[src/rtl/alu16_sequencer.sv]
// alu16_sequencer: runs one 16-bit operation as two byte passes through an
// external 8-bit ALU (low byte, then high byte with the carry chained).
// Ports:
//   CLK, nRESET            clock, asynchronous active-low reset
//   Start, Op, OpA, OpB    operation request, opcode and operands
//   Abort                  synchronous cancel of a running operation
//   AluA, AluB, AluSub,    byte operands and controls to the ALU
//   AluCin
//   AluRes, AluCout,       same-cycle ALU result, bit-7 and bit-3 carries
//   AluHout
//   Busy, Done, Result     status and 16-bit result
//   FlagWr, FlagZWr,       flag write strobes and C/H values (DONE cycle only)
//   FlagC, FlagH
module alu16_sequencer (
    input  logic        CLK,
    input  logic        nRESET,
    input  logic        Start,
    input  logic [1:0]  Op,
    input  logic [15:0] OpA,
    input  logic [15:0] OpB,
    input  logic        Abort,
    output logic [7:0]  AluA,
    output logic [7:0]  AluB,
    output logic        AluSub,
    output logic        AluCin,
    input  logic [7:0]  AluRes,
    input  logic        AluCout,
    input  logic        AluHout,
    output logic        Busy,
    output logic        Done,
    output logic [15:0] Result,
    output logic        FlagWr,
    output logic        FlagZWr,
    output logic        FlagC,
    output logic        FlagH
);

    localparam int unsigned WW = 16;
    localparam int unsigned BW = 8;

    typedef enum logic [1:0] {
        S_IDLE = 2'd0,
        S_LOW  = 2'd1,
        S_HIGH = 2'd2,
        S_DONE = 2'd3
    } state_e;

    typedef enum logic [1:0] {
        OP_ADD16  = 2'b00,
        OP_INC16  = 2'b01,
        OP_DEC16  = 2'b10,
        OP_ADDSPE = 2'b11
    } op_e;

    state_e          state_q, state_d;
    op_e             op_q, op_d;
    logic [WW-1:0]   opa_q, opa_d;
    logic [WW-1:0]   opb_q, opb_d;
    logic [WW-1:0]   res_q, res_d;
    logic            c_lo_q, c_lo_d, h_lo_q, h_lo_d;
    logic            c_hi_q, c_hi_d, h_hi_q, h_hi_d;

    logic [BW-1:0]   alu_a_q, alu_a_d;
    logic [BW-1:0]   alu_b_q, alu_b_d;
    logic            alu_sub_q, alu_sub_d;
    logic            alu_cin_q, alu_cin_d;
    logic            busy_q, busy_d;
    logic            done_q, done_d;
    logic            flag_wr_q, flag_wr_d;
    logic            flag_zwr_q, flag_zwr_d;
    logic            flag_c_q, flag_c_d;
    logic            flag_h_q, flag_h_d;

    logic            accept;
    logic [BW-1:0]   e_d;

    // Next state, operand latching and result capture
    always_comb begin
        state_d = state_q;
        op_d    = op_q;
        opa_d   = opa_q;
        opb_d   = opb_q;
        res_d   = res_q;
        c_lo_d  = c_lo_q;
        h_lo_d  = h_lo_q;
        c_hi_d  = c_hi_q;
        h_hi_d  = h_hi_q;
        accept  = 1'b0;

        case (state_q)
            S_IDLE: accept = Start;
            S_LOW: begin
                if (Abort) begin
                    state_d = S_IDLE;
                end else begin
                    res_d[BW-1:0] = AluRes;
                    c_lo_d        = AluCout;
                    h_lo_d        = AluHout;
                    state_d       = S_HIGH;
                end
            end
            S_HIGH: begin
                if (Abort) begin
                    state_d = S_IDLE;
                end else begin
                    res_d[WW-1:BW] = AluRes;
                    c_hi_d         = AluCout;
                    h_hi_d         = AluHout;
                    state_d        = S_DONE;
                end
            end
            S_DONE: begin
                accept  = Start;
                state_d = S_IDLE;
            end
            default: state_d = S_IDLE;
        endcase

        if (accept) begin
            state_d = S_LOW;
            op_d    = op_e'(Op);
            opa_d   = OpA;
            opb_d   = OpB;
        end
    end

    // Registered outputs are computed for the state being entered
    always_comb begin
        alu_a_d    = '0;
        alu_b_d    = '0;
        alu_sub_d  = 1'b0;
        alu_cin_d  = 1'b0;
        busy_d     = 1'b0;
        done_d     = 1'b0;
        flag_wr_d  = 1'b0;
        flag_zwr_d = 1'b0;
        flag_c_d   = 1'b0;
        flag_h_d   = 1'b0;
        e_d        = opb_d[BW-1:0];

        case (state_d)
            S_LOW: begin
                busy_d  = 1'b1;
                alu_a_d = opa_d[BW-1:0];
                case (op_d)
                    OP_ADD16:  alu_b_d = opb_d[BW-1:0];
                    OP_INC16:  alu_b_d = BW'(1);
                    OP_DEC16: begin
                        // A + ~1 + 1 = A - 1; carry out means no borrow
                        alu_b_d   = BW'(1);
                        alu_sub_d = 1'b1;
                        alu_cin_d = 1'b1;
                    end
                    OP_ADDSPE: alu_b_d = e_d;
                    default:   alu_b_d = '0;
                endcase
            end
            S_HIGH: begin
                busy_d    = 1'b1;
                alu_a_d   = opa_d[WW-1:BW];
                alu_cin_d = c_lo_d;
                case (op_d)
                    OP_ADD16:  alu_b_d = opb_d[WW-1:BW];
                    OP_INC16:  alu_b_d = '0;
                    OP_DEC16: begin
                        alu_b_d   = '0;
                        alu_sub_d = 1'b1;
                    end
                    OP_ADDSPE: alu_b_d = {BW{e_d[BW-1]}};
                    default:   alu_b_d = '0;
                endcase
            end
            S_DONE: begin
                done_d = 1'b1;
                case (op_d)
                    OP_ADD16: begin
                        flag_wr_d = 1'b1;
                        flag_c_d  = c_hi_d;
                        flag_h_d  = h_hi_d;
                    end
                    OP_ADDSPE: begin
                        // SP+e flags come from the low byte only
                        flag_wr_d  = 1'b1;
                        flag_zwr_d = 1'b1;
                        flag_c_d   = c_lo_d;
                        flag_h_d   = h_lo_d;
                    end
                    default: flag_wr_d = 1'b0;
                endcase
            end
            default: busy_d = 1'b0;
        endcase
    end

    // State, datapath and output registers
    always_ff @(posedge CLK or negedge nRESET) begin
        if (!nRESET) begin
            state_q    <= S_IDLE;
            op_q       <= OP_ADD16;
            opa_q      <= '0;
            opb_q      <= '0;
            res_q      <= '0;
            c_lo_q     <= 1'b0;
            h_lo_q     <= 1'b0;
            c_hi_q     <= 1'b0;
            h_hi_q     <= 1'b0;
            alu_a_q    <= '0;
            alu_b_q    <= '0;
            alu_sub_q  <= 1'b0;
            alu_cin_q  <= 1'b0;
            busy_q     <= 1'b0;
            done_q     <= 1'b0;
            flag_wr_q  <= 1'b0;
            flag_zwr_q <= 1'b0;
            flag_c_q   <= 1'b0;
            flag_h_q   <= 1'b0;
        end else begin
            state_q    <= state_d;
            op_q       <= op_d;
            opa_q      <= opa_d;
            opb_q      <= opb_d;
            res_q      <= res_d;
            c_lo_q     <= c_lo_d;
            h_lo_q     <= h_lo_d;
            c_hi_q     <= c_hi_d;
            h_hi_q     <= h_hi_d;
            alu_a_q    <= alu_a_d;
            alu_b_q    <= alu_b_d;
            alu_sub_q  <= alu_sub_d;
            alu_cin_q  <= alu_cin_d;
            busy_q     <= busy_d;
            done_q     <= done_d;
            flag_wr_q  <= flag_wr_d;
            flag_zwr_q <= flag_zwr_d;
            flag_c_q   <= flag_c_d;
            flag_h_q   <= flag_h_d;
        end
    end

    assign AluA    = alu_a_q;
    assign AluB    = alu_b_q;
    assign AluSub  = alu_sub_q;
    assign AluCin  = alu_cin_q;
    assign Busy    = busy_q;
    assign Done    = done_q;
    assign Result  = res_q;
    assign FlagWr  = flag_wr_q;
    assign FlagZWr = flag_zwr_q;
    assign FlagC   = flag_c_q;
    assign FlagH   = flag_h_q;

endmodule

[config.mk]
export PLATFORM = sky130hd
export DESIGN_NAME = alu16_sequencer
export DESIGN_NICKNAME = d
export VERILOG_FILES = /design/src/rtl/alu16_sequencer.sv
export SDC_FILE = /design/constraint.sdc
export NUM_CORES = 1
export LEC_CHECK = 0
export BUFFER_PORTS_ARGS = -buffer_cell sky130_fd_sc_hd__buf_4
export CAP_MARGIN = 20
export CORE_UTILIZATION = 56
export CTS_CLUSTER_DIAMETER = 40
export DETAILED_ROUTE_END_ITERATION = 8
export PLACE_DENSITY = 0.84
export SLEW_MARGIN = 20
export SYNTH_ARGS = -nofsm -noshare
export SYNTH_HDL_FRONTEND = slang
export SYNTH_SLANG_ARGS = --single-unit
[constraint.sdc]
create_clock -name CLK -period 6 [get_ports CLK]
set_input_delay 0.9 -clock CLK [delete_from_list [all_inputs] [get_ports CLK]]
set_output_delay 0.9 -clock CLK [all_outputs]
set_load 0.01 [all_outputs]
==> results of run 1 <==
[path summary, 6_finish.rpt]
| kind | startpoint | endpoint | slack [ns] | cells past startpoint |
|---|---|---|---|---|
| max in group asynchronous | nRESET | opa_q[6] | 4.67 | 1 |
| worst min-delay path | opa_q[10] | opa_q[10] | 0.48 | 2 |
| worst min register to register | opa_q[10] | opa_q[10] | 0.48 | 2 |
| min in group asynchronous | nRESET | Result[10] | 0.71 | 1 |
| worst max-delay path | state_q[0] | AluB[7] | 3.15 | 11 |
| worst max register to register | state_q[0] | AluB[7] | 3.15 | 11 |
[registers in the layout, summed over array words and instances (netlist names)]
signal,count
opa_q,16
AluB,8
c_hi_q,1
AluA,8
state_q,2
Done,1
AluCin,1
AluSub,1
Result,16
op_q,2
h_hi_q,1
FlagWr,1
FlagH,1
FlagZWr,1
Busy,1
FlagC,1
h_lo_q,1
opb_q,16
c_lo_q,1
[synth_stat cells]
cell type  number  area, um2
a21o_1          7       52.6
a21oi_1         2       10.0
a21oi_2         1       8.76
a22o_1          9       78.8
a22oi_1         2       15.0
a32o_1          7       70.1
and2_1          2       12.5
buf_1           1       3.75
buf_2           5       25.0
buf_4           4       30.0
buf_6           3       33.8
buf_8           1       15.0
clkbuf_1        1       3.75
dfrtp_1        80       2000
ha_1            7       87.6
inv_1           5       18.8
inv_2           1       3.75
mux2_2         19        214
mux2_4          2       30.0
mux2i_1         1       10.0
mux2i_2         1       13.8
nand2_1       102        383
nand2b_1        2       12.5
nand2b_4        1       13.8
nand3_1         2       10.0
nor2_1          3       11.3
nor2b_1         2       12.5
o21a_1          1       7.51
o21ai_1         2       10.0
o21ai_2         1       8.76
o32ai_2         1       16.3
or3_1           1       6.26
or3b_1          1       8.76
[through the flow]
| stage | area [um2] | std cells | total power (uW) | utilization | hold slack (ns) |
|---|---|---|---|---|---|
| 2_1_floorplan | 3240 | 280 | 1530 | - | 0.435 |
| 3_3_place_gp | 3890 | 426 | 1780 | 0.702 | 0.448 |
| 3_5_place_dp | 3890 | 426 | 1820 | 0.702 | 0.459 |
| 4_1_cts | 4050 | 440 | 2150 | 0.731 | 0.477 |
| 5_1_grt | 4050 | 440 | 2300 | 0.731 | 0.501 |
| 6_report | 4050 | 440 | 2130 | 0.731 | 0.477 |
[worst max-delay path: stages (launching register included)]
cell	delay (ns)
dfrtp_1	0.44
inv_1	0.09
ha_1	0.31
nand2b_1	0.10
buf_4	0.35
mux2i_1	0.40
inv_1	0.11
ha_1	0.28
nand2_1	0.10
mux2i_2	0.15
a21o_1	0.20
a32o_1	0.20
[layer usage]
| layer | GRT usage | up-vias | wire (um) |
|---|---|---|---|
| li1 | - | 1088 | - |
| met1 | 0.311 | 1051 | 2850 |
| met2 | 0.375 | 56 | 3060 |
| met3 | 0.0372 | 8 | 267 |
| met4 | 0.111 | 0 | 89 |
| met5 | 0 | - | 0 |
[power groups by stage]
stage / Clock, uW / Sequential [uW] / Combinational (uW)
6_report: 328 / 863 / 942
5_1_grt: 360 / 883 / 1060
4_1_cts: 335 / 863 / 955
3_5_place_dp: 0 / 874 / 949
3_3_place_gp: 0 / 862 / 915
2_1_floorplan: 0 / 898 / 632
[area by class of cell]
| class | count | area [um2] |
|---|---|---|
| sequential | 80 | 2000 |
| clock buffer | 10 | 138 |
| fill | 401 | 1490 |
| multi-input combinational | 179 | 1110 |
| timing repair buffer | 89 | 668 |
| inverter | 6 | 22.5 |
| clock inverter | 4 | 22.5 |
| tap | 72 | 90.1 |
[logic make-up (layout without fill, tap and decap cells)]
family / after synthesis / in the layout
AOI/OAI and AO/OA: 33 / 33
adders and majority gates: 7 / 7
buffers and inverters: 21 / 109
DFF: 80 / 80
muxes: 23 / 23
and+or+nand+nor: 116 / 116
[cells in the final DEF, fill, tap and decap left out, types with 2 or more instances in the layout]
cell type and instances:
mux2_2 19, nand2_1 102, clkinv_2 3, o21ai_1 2
ha_1 7, and2_1 2, a21oi_1 2, nand3_1 2
inv_1 5, clkbuf_8 10, nand2b_1 2, dfrtp_1 80
a22oi_1 2, a32o_1 7, buf_4 89, a21o_1 7
nor2_1 3, mux2_4 2, a22o_1 9
==> metrics.yaml, run 1 <==
status:
  status: "completed"
cts:
  clock_latency_ns: 0.33
  cts_setup_buffers: 0
  postCtsHoldBufs: 0
  cts_tree: "done"
  clkTransAtPathRegs_ns: 0.07
  ctsRootBufferMaster: "clkbuf_8"
  cts_htree_levels: 3
  clk_path_buf_depth: 2
  clock-sinks: 80
  ctsResizeCount: 0
  cts_made_buffers: 9
power_and_ir_drop:
  p_seq_frac: 0.405
  power.clock.fraction: 0.154
  leakage_uw: 0.00217
  ir_drop_uv: 539
  p_sw_uw: 780
  powerDensity_nw_per_um2: 527
  swShare: 0.366
  p_comb_frac: 0.442
  p_int_uw: 1350
synthesis:
  synthXorXnorAreaFrac: 0
  avgSynthCellArea_um2: 11.6
  synth_mux_area_frac: 0.0827
  synth_area_um2: 3240
  synth.net_count: 335
  synth_top_family_by_area: "simple AND/OR/NAND/NOR gates"
  synthAdderAreaFrac: 0.0270
  synth-seq-area-share: 0.618
  synth_compound_area_frac: 0.0857
  ys_seq_elements: 80
  yosysWarningCount: 0
  yosysUniqueCellTypes: 33
  yosys.area_share.simple: 0.145
  synth_cells: 280
global_route:
  grt_pass1_wl_um: 10800
  grt_antenna_before_repair: 0
  grt_pass1_vias: 2337
  grt_usage: 0.233
  overflow: 0
  grt_max_degree: 81
sta:
  timing.fmax_mhz: 351
  rsz0062_at_grt: "false"
  setup_viol: 0
  slew_viol_final: 0
  fin_crit_ns: 2.85
  hold_viol: 0
  period_share: 0.475
  fin_skew_ns: 0.00827
  fin_setup_tns_ns: 0
  maxSlewHeadroom: 0.360
  layout_setup_ws_ns: 3.15
  tightestPinTransition_ns: 0.959
hold_path:
  hold_path.class: "register to register"
drt:
  avgViaCountPerCell: 5.01
  drt_iter0_drc: 104
  remaining_drc_errors: 0
  postRouteAntennaNets: 0
  drt-pass1-iter-count: 4
  wl_per_cell_um: 14.2
  wl_um: 6270
  vias: 2203
run:
  cap_violations: 0
place:
  portBuffers: 87
  dp_hpwl_um: 4310
  dpl_worst_slack_ns: 3.00
  gp_congestion: 0.790
cells_and_area:
  fin_nets: 420
  final_layout_size_suffix_gt1_frac: 0.356
  area_growth_pct: 25.0
  diodes: 0
floorplan:
  die_h_um: 78.1
  core.rowCount: 27
  ios: 88
  coreArea_um2: 5540
  die-area_um2: 6090
  initial_core_util: 0.585
  die_w_um: 78.1
critical_path:
  crit_fanout: 38
  cp-start-kind: "register"
  endpoint_kind: "register"
  cp.arrival_ns: 3.07
  cp.required_ns: 6.22
  criticalPathCategory: "register to register"
No activity file was read; power rests on OpenSTA's default activity.
==> run 2, diff against run 1 <==
CORE_UTILIZATION = 52   (was 56)
PLACE_DENSITY = 0.79   (was 0.84)
clock period = 2.89 ns   (was 6 ns; I/O delays follow)
==> run 2 against run 1 <==
Critical path depth shrank 1. Sequential power grew 110%. Sequential share of layout area shrank 0.78 points. Routed wire length grew 7.5%. First-iteration DRC count grew 33%. Core utilization shrank 4.0 points. Sequential cell count is the same. Power grew 120%. Non-clock buffer count grew 1. Register-to-register slack lost 2.8 ns. Critical endpoint unchanged. Largest power group unchanged.
==> metrics.yaml, run 2 (synthesis results as in run 1) <==
sta:
  fin_skew_ns: 0.0100
  period_share: 0.897
  tightestPinTransition_ns: 0.966
  fin_crit_ns: 2.59
  setup_viol: 0
  hold_viol: 0
  slew_viol_final: 0
  maxSlewHeadroom: 0.356
  rsz0062_at_grt: "false"
  fin_setup_tns_ns: 0
  timing.fmax_mhz: 386
floorplan:
  die_h_um: 80.9
  initial_core_util: 0.544
  coreArea_um2: 5960
  die_w_um: 80.9
  die-area_um2: 6550
  ios: 88
  core.rowCount: 28
cts:
  cts_made_buffers: 9
  clock-sinks: 80
  clock_latency_ns: 0.35
  cts_setup_buffers: 0
  ctsRootBufferMaster: "clkbuf_8"
  clkTransAtPathRegs_ns: 0.08
  cts_htree_levels: 3
  cts_tree: "done"
  postCtsHoldBufs: 0
  clk_path_buf_depth: 2
  ctsResizeCount: 0
drt:
  avgViaCountPerCell: 5.19
  drt-pass1-iter-count: 4
  wl_per_cell_um: 15.1
  remaining_drc_errors: 0
  vias: 2314
  wl_um: 6740
  postRouteAntennaNets: 0
  drt_iter0_drc: 138
cells_and_area:
  utilization: 0.691
  fin_nets: 421
  fill_cells: 462
  area_growth_pct: 27.0
  final_layout_size_suffix_gt1_frac: 0.361
  layout_commonest_cell: "nand2_1"
  diodes: 0
  fin_cells: 446
  layout_common_cells: "102 x nand2_1, 90 x buf_4, 80 x dfrtp_1"
  finalInstanceArea_um2: 4110
place:
  placed_cell_area_um2: 3900
  place_inst: 430
  gp_congestion: 0.743
  portBuffers: 87
  dp_hpwl_um: 4440
critical_path:
  cp.required_ns: 3.13
  cp-start-kind: "register"
  endpoint_kind: "register"
  startpoint: "state_q[0]"
  r2r_slack_ns: 0.30
  r2r_start: "state_q[0]"
  criticalPathCategory: "register to register"
  worst-r2r-cell-count: 10
  crit_fanout: 8
  crit-reg2reg-capture: "AluB[7]"
  cp.arrival_ns: 2.83
global_route:
  overflow: 0
  grt_pass1_wl_um: 10800
  grt_max_degree: 81
  grt_usage: 0.228
  grt_antenna_before_repair: 0
  grt_pass1_vias: 2326
power_and_ir_drop:
  p_comb_frac: 0.429
  p_int_uw: 2960
  leakage_uw: 0.00220
  power.clock.fraction: 0.185
  swShare: 0.364
  total_power_uw: 4660
  p_sw_uw: 1700
  p_seq_frac: 0.385
  ir_drop_uv: 537
  powerDensity_nw_per_um2: 1130
run:
  cap_violations: 0
hold_path:
  hold_path.class: "input port to asynchronous set/reset pin"
status:
  status: "completed"
-- run 2: layout make-up --
| cell class | count | area (um2) | share of cell area |
|---|---|---|---|
| repair buffers | 90 | 676 | 0.164 |
| multi-input cells | 179 | 1110 | 0.269 |
| inverters | 6 | 22.5 | 0.00547 |
| clock inverters | 4 | 48.8 | 0.0119 |
| clock buffers | 12 | 165 | 0.0401 |
| flip-flops and latches | 80 | 2000 | 0.487 |
| well taps | 75 | 93.8 | 0.0228 |
-- run 2: stage by stage --
stage	setup WS, ns	hold slack [ns]
after detailed placement	0.362	0.461
after CTS	0.323	0.258
final	0.298	0.220
after global placement	0.522	0.449
after floorplan	0.339	0.138
after global routing	0.134	0.264
-- run 2: worst max-delay path by stage --
| stage | endpoint | slack (ns) |
|---|---|---|
| finish | AluB[7] | 0.30 |
| global route | AluB[7] | 0.13 |
| CTS | AluB[7] | 0.32 |
| detailed placement | AluB[7] | 0.36 |
| global placement | AluB[7] | 0.52 |
| floorplan | AluB[7] | 0.34 |
-- run 2: power by group through the flow --
stage	clock network (uW)	logic (uW)	registers, uW
2_1_floorplan	0	1310	1860
3_3_place_gp	0	1910	1790
3_5_place_dp	0	1990	1810
4_1_cts	879	2020	1790
5_1_grt	927	2210	1840
6_report	863	2000	1790
-- run 2: routing by layer --
layer  vias up  track usage  part of all wire
li1       1092            -                 -
met3         6       0.0652             0.056
met5         -            0                 0
met2        79        0.361              0.48
met4         0       0.0857            0.0064
met1      1137        0.300              0.45
-- run 2: worst max-delay path, stage by stage, from the launching register on --
cell and delay (ns):
dfrtp_1 0.43, inv_1 0.10, ha_1 0.32, nand2b_1 0.18, mux2i_1 0.36, inv_1 0.12
ha_1 0.28, nand2_1 0.10, mux2i_2 0.16, a21o_1 0.21, a32o_1 0.22
